## src/rtl/step_ctrl.sv

```systemverilog
// Step controller: debounced single-step button and divided free-run pulse.
// Produces the core clock enable and counts executed steps.
module step_ctrl #(
    parameter int DEBOUNCE_CYCLES = 1_000_000,
    parameter int RUN_DIV         = 50_000_000,
    parameter int CNT_W           = 16
) (
    input  logic             clk,
    input  logic             rst,
    input  logic             btn_raw,
    input  logic             run_mode,
    input  logic             halt,
    output logic             step_en,
    output logic [CNT_W-1:0] step_count,
    output logic             btn_level,
    output logic             running
);

    localparam int CW = (DEBOUNCE_CYCLES > 1) ? $clog2(DEBOUNCE_CYCLES) : 1;
    localparam int DW = $clog2(RUN_DIV);
    localparam logic [CW-1:0] CNT_MAX = CW'(DEBOUNCE_CYCLES - 1);
    localparam logic [DW-1:0] DIV_MAX = DW'(RUN_DIV - 1);

    typedef enum logic [1:0] {
        IDLE,
        PRESS_WAIT,
        PRESSED,
        RELEASE_WAIT
    } state_t;

    logic          btn_m;
    logic          btn_s;
    logic          run_m;
    logic          run_s;
    state_t        state;
    logic [CW-1:0] cnt;
    logic [DW-1:0] div;
    logic          press_evt;
    logic          div_tc;

    always_ff @(posedge clk) begin
        if (rst) begin
            btn_m <= 1'b0;
            btn_s <= 1'b0;
            run_m <= 1'b0;
            run_s <= 1'b0;
        end else begin
            btn_m <= btn_raw;
            btn_s <= btn_m;
            run_m <= run_mode;
            run_s <= run_m;
        end
    end

    assign press_evt = (state == PRESS_WAIT) && btn_s && (cnt == CNT_MAX);
    assign div_tc    = run_s && !halt && (div == DIV_MAX);

    // Press events are dropped in run mode so the two pulse sources never mix.
    always_ff @(posedge clk) begin
        if (rst) begin
            state      <= IDLE;
            cnt        <= '0;
            step_en    <= 1'b0;
            step_count <= '0;
            btn_level  <= 1'b0;
            running    <= 1'b0;
        end else begin
            step_en    <= (press_evt && !run_s) || div_tc;
            step_count <= step_count + CNT_W'(step_en);
            btn_level  <= (state == PRESSED) || (state == RELEASE_WAIT);
            running    <= run_s & ~halt;
            unique case (state)
                IDLE: begin
                    if (btn_s) begin
                        state <= PRESS_WAIT;
                        cnt   <= '0;
                    end
                end
                PRESS_WAIT: begin
                    if (!btn_s) begin
                        state <= IDLE;
                    end else if (cnt == CNT_MAX) begin
                        state <= PRESSED;
                    end else begin
                        cnt <= cnt + 1'b1;
                    end
                end
                PRESSED: begin
                    if (!btn_s) begin
                        state <= RELEASE_WAIT;
                        cnt   <= '0;
                    end
                end
                RELEASE_WAIT: begin
                    if (btn_s) begin
                        state <= PRESSED;
                    end else if (cnt == CNT_MAX) begin
                        state <= IDLE;
                    end else begin
                        cnt <= cnt + 1'b1;
                    end
                end
            endcase
        end
    end

    // Halt freezes the divider phase; leaving run mode restarts it.
    always_ff @(posedge clk) begin
        if (rst) begin
            div <= '0;
        end else if (!run_s) begin
            div <= '0;
        end else if (!halt) begin
            if (div == DIV_MAX) begin
                div <= '0;
            end else begin
                div <= div + 1'b1;
            end
        end
    end

endmodule

```

## config.mk

```make
export PLATFORM = sky130hd
export DESIGN_NAME = step_ctrl
export DESIGN_NICKNAME = d
export VERILOG_FILES = /design/src/rtl/step_ctrl.sv
export SDC_FILE = /design/constraint.sdc
export NUM_CORES = 1
export LEC_CHECK = 0
export ABC_AREA = 1
export BUFFER_PORTS_ARGS = -buffer_cell sky130_fd_sc_hd__buf_2
export CORE_AREA = 2 2 95 74
export DETAILED_ROUTE_END_ITERATION = 8
export DIE_AREA = 0 0 97 76
export PLACE_DENSITY_LB_ADDON = 0.15
export SKIP_LAST_GASP = 1
export SLEW_MARGIN = 20
export SYNTH_ARGS = -nofsm -noshare
export SYNTH_HDL_FRONTEND = slang
export SYNTH_SLANG_ARGS = --single-unit
export TNS_END_PERCENT = 20
```

## constraint.sdc

```tcl
create_clock -name clk -period 3.6 [get_ports clk]
set_clock_uncertainty 0.2 [all_clocks]
set_input_delay 0.18 -clock clk [delete_from_list [all_inputs] [get_ports clk]]
set_output_delay 0.18 -clock clk [all_outputs]
set_load 0.01 [all_outputs]
```

# ---- After elaboration in Yosys (flattened, before gate mapping)
# Index checks and enable logic that the tools add are counted.
dict set report word_totals {
  regBits 71
  inputBits 5
  out_inout_bits 19
}
dict set report classes {
  addsub 3
  eq_ne 11
  n_mux 14
  bitwise 3
  n_reduce_logical 13
}
# cell n
set op_table {}
lappend op_table {{$mux 20} 5}
lappend op_table {{$pmux 20 s4} 1}
lappend op_table {{$add 26x1->26 const B} 1}
lappend op_table {{$eq 26x26->1 const B} 1}
lappend op_table {{$mux 26} 1}
lappend op_table {{$add 20x1->20 const B} 1}
lappend op_table {{$eq 20x20->1 const B} 1}
lappend op_table {{$add 16x1->16} 1}
lappend op_table {{$mux 2} 6}
lappend op_table {{$ne 2x2->1 const B} 4}
lappend op_table {{$pmux 2 s4} 1}
lappend op_table {{$reduce_and 4->1} 2}
lappend op_table {{$ne 3x2->1 const B} 2}
lappend op_table {{$logic_and 1x1->1} 5}
lappend op_table {{$eq 2x2->1 const B} 2}
lappend op_table {{$eq 2x1->1 const B} 1}
lappend op_table {{$logic_not 1->1} 2}
lappend op_table {{$logic_not 2->1} 1}
lappend op_table {{$logic_or 1x1->1} 2}
lappend op_table {{$not 1->1} 2}
lappend op_table {{$reduce_or 2->1} 1}
lappend op_table {{$and 1x1->1} 1}

# ---- Longest topological paths before layout
# Gate-level depths: netlist of the first run.
dict set report depth {
  depth_word 5
  mapped_depth 11
  depth_no_buf 11
}

# ---- Least setup slack after synthesis of the first run
# OpenSTA, ideal clock, no wires.
dict set report synth_timing {
  kind {flip-flop to flip-flop}
  start {register step_en}
  end {register step_count[12]}
  setup_time_ns 0.115
  arrival_time_ns 1.523
  required_time_ns 3.285
  setup_slack_ns 1.762
  path_stages_with_launch 9
  n_path_buf 0
  synth_period_minus_slack_ns 1.838
  path_cell_list {dfxtp_1 > ha_1 > ha_1 > nand3_1 > nor3_1 > nand2_1 > nor2_1 > a21oi_1 > o21a_1}
}
dict set report synth_between {
  elab_chain_cells 1
}
# element line
set synth_rtl {}
lappend synth_rtl {{start, declared} 13} ;# output logic step_en,
lappend synth_rtl {{start signal, assigned} 68} ;# step_en <= (press_evt && !run_s) || div_tc;
lappend synth_rtl {{$add 16x1->16} 69} ;# step_count <= step_count + CNT_W'(step_en);
lappend synth_rtl {{end signal, assigned} 69}
lappend synth_rtl {{end, declared} 14} ;# output logic [CNT_W-1:0] step_count,
# Every way passes these cells.
# A chain may end at the register's enable or synchronous reset.

# ---- Final worst setup path of the first run
# Ends and elaborated chain as after synthesis.

==> results of run 1 <==
## area by class of cell
class	count	share of cell area
sequential	71	0.342
clock buffer	9	0.0298
clock inverter	7	0.0172
inverter	76	0.0686
timing repair buffer	27	0.0367
tap	84	0.0253
multi-input combinational	423	0.481
## timing repair
action | 4_1_cts | 5_1_grt
endpoints found under the hold margin | 3 | 0
setup endpoints to repair | 0 | 0
hold buffers | 3 | 0
## routing by layer
layer  track usage  vias to the layer above
li1              -                     1886
met1         0.344                     1651
met2         0.370                      120
met3        0.0697                       14
met4        0.0732                        0
met5             0                        -
## worst paths after layout
check	depth (start not counted)	from	to
worst max-delay path	8	step_en	step_count[12]
worst min-delay path	2	rst	step_count[0]
worst max register to register	8	step_en	step_count[12]
worst min register to register	2	btn_m	btn_s
## flip-flops by register name, summed over array words and instances (netlist names), named ones only
signal / flops
btn_level: 1
btn_m: 1
btn_s: 1
cnt: 20
div: 26
run_m: 1
run_s: 1
running: 1
state: 1
step_count: 16
step_en: 1
## placed cells by master, fill, tap and decap left out, types with 2 or more instances in the layout
cell	n
a211oi_1	2
a21oi_1	28
a21oi_2	2
buf_2	23
clkbuf_8	9
clkinv_2	3
clkinv_4	2
dfxtp_1	71
dlygate4sd3_1	3
ha_1	4
inv_1	73
inv_2	3
nand2_1	145
nand2_2	3
nand3_1	45
nand4_1	15
nor2_1	108
nor2_2	9
nor3_1	17
o21a_1	3
o21ai_0	10
o21ai_1	3
o22ai_1	2
or2_2	2
xnor2_1	3
xor2_1	9
## per-stage QoR
stage               cell area (um2)  cells
floorplan                      3760    581
global placement               3930    678
detailed placement             3930    678
CTS                            4160    697
global route                   4160    697
finish                         4160    697
## where the power goes
part	leakage [nW]	internal (mW)	switching (mW)
registers	0.573	0.788	0.00158
logic	0.942	0.00952	0.0261
clock network	0.103	0.321	0.309
## cells by family (layout without fill, tap and decap cells)
family          count (synthesis)  in the layout
buf+inv                        87            119
compound gates                 54             54
simple gates                  353            353
xor+xnor                       12             12
fa+ha+maj                       4              4
flops                          71             71
==> results summary, run 1 <==
The clock network latency to the later pin of the worst-skew pair came out at 350 ps. In this design, the largest share of critical-path delay is due to simple AND/OR/NAND/NOR gates. The total area of sequential cells came out at 1420 um2.

The fraction of the mapped netlist area in adder cells came out at 0.0133. For this run, the slowest stage of the critical path takes 350 ps. The simple-gate share of the synthesized area came out at 0.409. The cell that appears most often on the critical path is ha_1. Walking the worst path, the cells encountered are ha_1, ha_1, nand3_1, nor3_1, nand2_1, nor2_1, a21oi_1, o21a_1.

Setup slack on the critical path of the routed design comes to 1520 ps. The area of the mapped netlist came out at 3760 um2. The post-synthesis share of cell area spent on xor and xnor gates is 0.0280. The number of setup violations in the final report came out at 0.

The placement row count is 26. The worst hold slack came out at 129 ps. The power per cell area came out at 350 nW/um2.

CTS saw 71 sinks. The detail route stage leaves a number of antenna-violating nets equal to 0. After detailed routing, no signal wire sits above met4. The count of maximum capacitance violations is 0.

The average vias per placed instance came out at 5.27. The cell at the root of the clock tree is clkbuf_8. In the routed design, unresolved DRC markers number 0.

The placed wire-length estimate after detailed placement came out at 6250 um. The clock buffer count from CTS is 9. The leakage power summed over all cells came out at 1.62 nW. The setup slack of the worst register-to-register path is 1520 ps. In the final routed layout, each cell accounts on average for 12.3 um. The largest voltage drop on the vdd net came out at 0.242 mV. The number of gates resized after CTS came out at 0.

The count of warnings emitted by yosys came out at 0. The maximum number of pins on one net before global-route repair came out at 32. The register area share after synthesis came out at 0.378. The flow ran to the end, and the final reports show no timing, DRC or antenna violations.

The async set-or-reset flop fraction in the synthesized netlist is 0. The number of global-route vias before repair is 3339. The number of post-CTS setup repair buffers came out at 0. The number of buffer and inverter stages on the critical path is 0. After synthesis, the cell types taking the most area are dfxtp_1 (38%), nand2_1 (14%), nor2_1 (11%). The endpoint class of the critical path is a flip-flop. The final number of hold-violating endpoints came out at 0.

After routing, the total negative slack on setup checks comes to 0 ps. The path type of the worst setup path is flip-flop to flip-flop. Averaged over all synthesized cells, the footprint is 6.47 um2. The number of optimization iterations in the first detailed-route pass is 5. The compound-cell area share of the yosys netlist came out at 0.0812. Setup repair after global routing left no endpoint under its margin.

0 antenna diodes ended up in the layout. The gate count of the mapped netlist is 581. The vertical extent of the die is 76 um.

Summed over all instances, the cell type with the most area after synthesis is dfxtp_1. The area used by multi-input combinational logic is 2000 um2. The final weighted congestion in routability-driven placement came out at 0.917. The first global-routing pass estimated 15000 um of wire. Global routing finished with a remaining overflow of 0. The count of final max-slew check failures is 0. The number of antenna violations at the first check in global routing came out at 0. Once layout is complete, the utilization of the core stands at 0.636. Clock-pin slew was measured on the worst setup and hold paths at 80 ps. The critical path required time is 3650 ps. The die covers 7370 um2.

Of all nets on the critical path, the largest fanout is 4. The element type at the critical path start is a flip-flop. The CTS tree is done.

From synthesis to final layout, the design area changed by 10.6%. The number of nets handed over by synthesis was 590. The number of top-level pins came out at 24. The cell with the largest stage delay on the worst path is dfxtp_1. In the global route stage, overall resource usage came out at 0.246. The fraction of layout cells with a size suffix above 1 came out at 0.106. By area, the combinational part of the netlist is dominated by simple AND/OR/NAND/NOR gates. In this run the tool buffered the top-level ports with 23 buffer cells. The synthesized design contains 71 register bits. Measured along the x axis, the die boundary spans 97 um.

The post-detailed-routing wire length is 8610 um. The met1 wire length came out at 4190 um. The share of synthesized area in the top cell type comes to 0.378.

The initial DRC count came out at 268. The transition at the pin with the smallest max-transition slack came out at 618 ps. Counting flops with a built-in enable in the synthesized netlist gives 0. The post-layout minimum cycle time is 2080 ps. Among all flip-flop cells after synthesis, the most frequent one is dfxtp_1.

The count of fill cells added during filler insertion is 593. The number of distinct library cells after synthesis came out at 38. The portion of synthesized area spent on multiplexers is 0. In this run the tightest slew margin relative to its limit is 0.588. The fraction of the cycle the final worst path needs is 0.579. The commonest cells after synthesis are nand2_1 (145), nor2_1 (108), inv_1 (73). The total number of nets in the final design is 617. The starting density of the core is 0.575. Data on the critical path arrives at its endpoint at 2130 ps.

The leading cell type by number of instances after synthesis is nand2_1. The worst-case clock buffer depth came out at 2. Timing would allow up to 480 MHz. At the placement stage, the worst setup path has a slack of 1270 ps. The post-route total power came out at 1.45 mW. The path class of the tightest hold or removal check is input pin to flip-flop. The total number of H-tree levels is 3. The core outline area came out at 6540 um2. The total met2 wirelength after detailed routing is 3680 um. The detailed-route via count is 3671. The routed length on met3 is 619 um.
Note: power is estimated with default switching activity, not from simulation.
==> run 2, diff against run 1 <==
==> constraint.sdc (replaced) <==
create_clock -name clk -period 2.11 [get_ports clk]
set_clock_uncertainty 0.2 [all_clocks]
set_input_delay 0.1055 -clock clk [delete_from_list [all_inputs] [get_ports clk]]
set_output_delay 0.1055 -clock clk [all_outputs]
set_load 0.01 [all_outputs]
==> results summary, run 2 (synthesis results as in run 1) <==
Outcome: finished, final reports clean (unchanged). The starting density of the core came out at 0.575 (unchanged). The count of final max-slew check failures was 0 (unchanged). The endpoint class of the critical path is a flip-flop (unchanged).

The number of setup violations in the final report is 0 (unchanged). The worst-case clock buffer depth is 2 (unchanged). The delay contributed by the slowest stage of the critical path was 400 ps (was 350 ps).

The post-layout worst setup margin is 133 ps (was 1520 ps). The detailed-route via count is 3684 (was 3671). The total number of H-tree levels is 3 (unchanged). The number of buffer cells added on primary ports came out at 23 (unchanged).

The total number of nets in the final design was 622 (was 617). The cell with the largest stage delay on the worst path is dfxtp_1 (unchanged). The area used by multi-input combinational logic came out at 2010 um2 (was 2000 um2). The sequential share of power came to 0.551 (was 0.543). The core outline area came out at 6540 um2 (unchanged). The overall fraction of global-route tracks in use is 0.242 (was 0.246). The final number of hold-violating endpoints is 0 (unchanged). The flip-flop count of the largest register, all copies and words added is 26 (unchanged).

The final weighted congestion in routability-driven placement is 0.935 (was 0.917). The fraction of the cycle the final worst path needs is 0.937 (was 0.579). The clock sink count came out at 71 (unchanged). The most frequent standard cell in the layout excluding fill and tap cells is nand2_1 (unchanged).

The switching portion of total power came out at 0.258 (was 0.231). The element type at the critical path start is a flip-flop (unchanged). The post-layout minimum cycle time came to 1980 ps (was 2080 ps). The number of global-route vias before repair is 3314 (was 3339).

The number of top-level pins is 24 (unchanged). The cell at the root of the clock tree is clkbuf_8 (unchanged). The combinational fraction of design power came out at 0.027 (was 0.024). The signed area change from the synthesized netlist to the final layout came out at 11.7% (was 10.6%).

Commonest non-fill, non-tap cells in the layout: nand2_1 (145), nor2_1 (108), inv_1 (73) (unchanged). The minimum setup slack after placement came to 140 ps (was 1270 ps). The initial DRC count is 209 (was 268). The placed wire-length estimate after detailed placement is 6370 um (was 6250 um). Leading registers by flop count: div (26), cnt (20), step_count (16) (unchanged). The number of routed nets with antenna violations was 0 (unchanged). RSZ-0062 raised after global routing: yes (was no). The path type of the worst setup path was flip-flop to flip-flop (unchanged). The leakage power summed over all cells is 1.65 nW (was 1.62 nW). The net switching component of the power came to 0.630 mW (was 0.337 mW). The area of the die is 7370 um2 (unchanged).

The number of post-CTS setup repair buffers is 0 (unchanged). The post-detailed-routing wire length is 8700 um (was 8610 um). The clock network latency to the later pin of the worst-skew pair came to 350 ps (about the same). The post-route total power is 2.44 mW (was 1.45 mW). The total area of sequential cells came to 1420 um2 (unchanged). The count of maximum capacitance violations came out at 0 (unchanged).

The overall die width is 97 um (unchanged). The mean routed wirelength per cell came out at 12.4 um (was 12.3 um). The fraction of layout cells with a size suffix above 1 came to 0.115 (was 0.106). The maximum number of pins on one net before global-route repair is 31 (was 32). The number of optimization iterations in the first detailed-route pass came out at 4 (was 5). The vertical extent of the die came out at 76 um (unchanged). The CTS tree is done (unchanged). The critical path required time came out at 2150 ps (was 3650 ps). The endpoint arrival time on the critical path is 2020 ps (was 2130 ps). The first-pass GRT wire length is 14800 um (was 15000 um). The part of the total power dissipated in the clock network came out at 0.421 (was 0.433). The average vias per placed instance came out at 5.25 (was 5.27).

The placement row count came out at 26 (unchanged). The residual overflow from global routing is 0 (unchanged). The CTS clock-pin slew for the worst setup and hold paths came out at 80 ps (about the same). The power per cell area is 582 nW/um2 (was 350 nW/um2). Cells along the critical path: nand2_1, nor2_1, nand2_1, nor2_1, nand3_1, nand2_1, inv_1, nand2_1, nor2_1 (was ha_1, ha_1, nand3_1, nor3_1, nand2_1, nor2_1, a21oi_1, o21a_1). The number of antenna violations at the first check in global routing is 0 (unchanged). The relative max-transition margin was 0.672 (was 0.588). The transition at the pin with the smallest max-transition slack came out at 488 ps (was 618 ps). The highest net fanout along the worst path came out at 7 (was 4). The residual DRC count was 0 (unchanged). The clock buffer count from CTS is 9 (unchanged). The count of fill cells added during filler insertion is 626 (was 593). The maximum operating frequency is 506 MHz (was 480 MHz). The antenna diode count was 0 (unchanged). The type of the tightest min-delay check was input pin to flip-flop (unchanged).

The critical path's most frequent cell is nand2_1 (was ha_1). The top register by number of flip-flops was div (unchanged). The largest voltage drop on the vdd net came to 0.512 mV (was 0.242 mV). The cell-internal power came to 1.81 mW (was 1.12 mW).
==> run 2: changes by cell type in the layout (fill, tap and decap cells not counted), sizes merged <==
cell / before / now
buf: 24 / 29
bufinv: 1 / 0
clkinv: 5 / 3
clkinvlp: 0 / 1
inv: 77 / 79
==> run 2: power by group through the flow <==
stage	logic (mW)	registers [mW]	clock network (mW)
after floorplan	0.0422	1.38	0
after global placement	0.0605	1.38	0
after detailed placement	0.0620	1.38	0
after CTS	0.0663	1.35	1.05
after global routing	0.0745	1.35	1.11
final	0.0671	1.35	1.03
==> run 2: metrics by stage <==
step / utilization / TNS (ps) / instance area, um2 / cells / hold WS, ps
5_1_grt: 0.642 / -388 / 4200 / 702 / 33.9
4_1_cts: 0.640 / 0 / 4190 / 702 / 22.8
3_5_place_dp: 0.607 / 0 / 3970 / 683 / 125
6_report: 0.642 / 0 / 4200 / 702 / 39.2
2_1_floorplan: - / 0 / 3760 / 581 / 12.5
3_3_place_gp: 0.607 / 0 / 3970 / 683 / 115
==> run 2: timing repair <==
action / CTS / global route
endpoints found under the setup margin: 0 / 12
hold buffers: 3 / 0
gates resized for setup: 0 / 2
endpoints found under the hold margin: 5 / 0
==> run 2: critical path: cells and delay by family (launching register included) <==
family	cells	cell delay, ps
flops	1	400
simple gates	8	1080
buf+inv	1	200
==> run 2: path summary, 6_finish.rpt <==
path | cells after the start | startpoint | slack, ps | endpoint
max | 9 | div[14] | 130 | div[18]
min reg2reg | 2 | run_m | 210 | run_s
max reg2reg | 9 | div[14] | 130 | div[18]
min | 5 | rst | 40 | div[10]
==> run 2: cell type report <==
cell class	count	share of cell area
multi-input cells	423	0.479
flip-flops and latches	71	0.339
inverters	76	0.0680
repair buffers	32	0.0453
clock buffers	9	0.0295
well taps	84	0.0250
clock inverters	7	0.0149
==> run 2: layer usage <==
metal | vias to the layer above | share of wire | track usage
met5 | - | 0 | 0
met4 | 0 | 0.0075 | 0.0577
met3 | 7 | 0.056 | 0.0486
met2 | 105 | 0.42 | 0.367
met1 | 1656 | 0.52 | 0.355
li1 | 1916 | - | -
==> run 3, diff against run 2 <==
--- a/config.mk
+++ b/config.mk
@@ -10,7 +10,7 @@
 export CORE_AREA = 2 2 95 74
 export DETAILED_ROUTE_END_ITERATION = 8
 export DIE_AREA = 0 0 97 76
-export PLACE_DENSITY_LB_ADDON = 0.15
+export PLACE_DENSITY = 0.77
 export SKIP_LAST_GASP = 1
 export SLEW_MARGIN = 20
 export SYNTH_ARGS = -nofsm -noshare
==> results summary, run 3 (synthesis results as in run 1) <==
The endpoint class of the critical path is a flip-flop (unchanged). The post-detailed-routing wire length came out at 8530 um (was 8700 um). Outcome: finished, final reports clean (unchanged). The number of buffer cells added on primary ports came out at 23 (unchanged). The post-layout minimum cycle time came out at 1990 ps (was 1980 ps). The residual overflow from global routing is 0 (unchanged). The endpoint arrival time on the critical path was 2080 ps (was 2020 ps). The number of optimization iterations in the first detailed-route pass came out at 5 (was 4). The top register by number of flip-flops is div (unchanged). The cell with the largest stage delay on the worst path is dfxtp_1 (unchanged). The mean routed wirelength per cell is 12.1 um (was 12.4 um). The residual DRC count came out at 0 (unchanged). Cells along the critical path: ha_1, inv_1, nor2_2, nand2_2, inv_2, nand2_1, nor2_1, nand3_1, nand2_1, nand2_1, nor2_1 (was nand2_1, nor2_1, nand2_1, nor2_1, nand3_1, nand2_1, inv_1, nand2_1, nor2_1). The path type of the worst setup path is flip-flop to flip-flop (unchanged). The most frequent standard cell in the layout excluding fill and tap cells is nand2_1 (unchanged).

The number of routed nets with antenna violations is 0 (unchanged). The capture endpoint of the worst hold path is step_count[15] (was div[10]). The clock buffer count from CTS came out at 9 (unchanged). The final design area excluding fillers came out at 4260 um2 (was 4200 um2).

The clock sink count is 71 (unchanged). The number of setup violations in the final report came to 0 (unchanged). The worst-case clock buffer depth is 2 (unchanged).

The total number of nets in the final design is 623 (was 622). The relative max-transition margin is 0.716 (was 0.672). The cell at the root of the clock tree was clkbuf_8 (unchanged). The setup slack of the worst register-to-register path came to 120 ps (was 130 ps). The clock network latency to the later pin of the worst-skew pair came to 350 ps (about the same).

The CTS clock-pin slew for the worst setup and hold paths is 80 ps (about the same). The leakage power summed over all cells came out at 1.68 nW (was 1.65 nW). The count of final max-slew check failures is 0 (unchanged). The total number of H-tree levels came out at 3 (unchanged). The hold path startpoint is rst (unchanged).

The CTS tree is done (unchanged). The number of global-route vias before repair came out at 3285 (was 3314). The detailed-route via count came out at 3672 (was 3684). The antenna diode count was 0 (unchanged). The count of maximum capacitance violations came out at 0 (unchanged).

The maximum operating frequency is 502 MHz (was 506 MHz). The fraction of layout cells with a size suffix above 1 came out at 0.121 (was 0.115). The worst hold path stage count is 5 (unchanged).

The largest voltage drop on the vdd net was 0.459 mV (was 0.512 mV). The starting density of the core is 0.575 (unchanged). The vertical extent of the die came to 76 um (unchanged). The number of antenna violations at the first check in global routing was 0 (unchanged).

The initial DRC count was 320 (was 209). The transition at the pin with the smallest max-transition slack came to 423 ps (was 488 ps). The maximum number of pins on one net before global-route repair is 31 (unchanged).

The overall fraction of global-route tracks in use came out at 0.246 (was 0.242). The number of top-level pins is 24 (unchanged). The reg-to-reg endpoint is cnt[18] (was div[18]).

The highest net fanout along the worst path came out at 7 (unchanged). The element type at the critical path start is a flip-flop (unchanged). The placed wire-length estimate after detailed placement came out at 6340 um (was 6370 um).

The first-pass GRT wire length is 15000 um (was 14800 um). The average vias per placed instance is 5.22 (was 5.25). The total cell area at the placement stage came out at 3980 um2 (was 3970 um2). The delay contributed by the slowest stage of the critical path came out at 380 ps (was 400 ps). The fraction of the cycle the final worst path needs came to 0.945 (was 0.937).

The power per cell area is 623 nW/um2 (was 582 nW/um2). The critical path's most frequent cell is nand2_1 (unchanged). The placement row count was 26 (unchanged). The overall die width came out at 97 um (unchanged). The final number of hold-violating endpoints is 0 (unchanged). The reg-to-reg critical path startpoint is cnt[0] (was div[14]). The setup TNS is 0 ps (unchanged). RSZ-0062 raised after global routing: yes (unchanged).

The final weighted congestion in routability-driven placement is 0.971 (was 0.935). The count of fill cells added during filler insertion is 585 (was 626). The worst-case reg-to-reg path depth came out at 11 (was 9).

Leading registers by flop count: div (26), cnt (20), step_count (16) (unchanged). The signed area change from the synthesized netlist to the final layout came out at 13.2% (was 11.7%). The critical path required time came out at 2200 ps (was 2150 ps). The core outline area came out at 6540 um2 (unchanged). Commonest non-fill, non-tap cells in the layout: nand2_1 (144), nor2_1 (106), inv_1 (73) (was nand2_1 (145), nor2_1 (108), inv_1 (73)). The type of the tightest min-delay check is input pin to flip-flop (unchanged).

The flip-flop count of the largest register, all copies and words added is 26 (unchanged). The area of the die came out at 7370 um2 (unchanged).
run 3: cell types whose count changed in the layout (fill, tap and decap cells not counted), sizes merged:
cell | before | now
buf | 29 | 30
bufinv | 0 | 2
clkbuf | 9 | 10
clkinvlp | 1 | 0
inv | 79 | 77
run 3: layer usage:
layer / up-vias / share of wire / track usage
met5: - / 0 / 0
met4: 0 / 0.014 / 0.0859
met3: 16 / 0.079 / 0.0560
met2: 133 / 0.41 / 0.365
met1: 1618 / 0.50 / 0.353
li1: 1905 / - / -
run 3: worst max-delay path, delay by kind of cell, from the launching register on:
family | cells | cell delay, ps
adders and majority gates | 1 | 240
buffers and inverters | 2 | 150
DFF | 1 | 380
and+or+nand+nor | 8 | 960
run 3: how the worst max path moves through the flow:
stage / slack (ps) / end / from / cells after the start
floorplan: 270 / step_count[12] / step_en / 8
global placement: 230 / step_count[14] / step_en / 9
detailed placement: 110 / step_count[14] / step_en / 9
CTS: 90 / step_count[14] / step_en / 9
global route: -60 / cnt[10] / cnt[0] / 7
finish: 120 / cnt[18] / cnt[0] / 11
run 3: layout make-up:
class / instances / area, um2 / share of cell area
well taps: 84 / 105 / 0.0247
inverters: 76 / 285 / 0.0670
repair buffers: 33 / 198 / 0.0465
flip-flops and latches: 71 / 1420 / 0.334
clock buffers: 10 / 138 / 0.0323
clock inverters: 6 / 91.3 / 0.0215
multi-input cells: 423 / 2020 / 0.474
run 3: timing repair:
action,CTS,global route
hold buffers,3,0
gates resized for setup,0,5
setup endpoints to repair,0,18
hold endpoints to repair,5,0
setup buffers,0,0
run 3: power breakdown:
part           leakage [nW]  internal, mW  switching, mW  total [mW]
sequential            0.573          1.34        0.00262        1.35
combinational         0.989        0.0203         0.0458      0.0661
clock                 0.117         0.704          0.535        1.24
total                  1.68          2.07          0.583        2.65
run 3: stage by stage:
stage,worst slack [ps],utilization,instances,hold slack (ps),power (mW)
after floorplan,272,-,581,12.5,1.42
after global routing,-55.5,0.651,703,41.0,2.73
after CTS,91.1,0.648,703,8.78,2.67
after detailed placement,111,0.608,684,135,1.44
after global placement,229,0.608,684,118,1.44
final,116,0.651,703,14.6,2.65
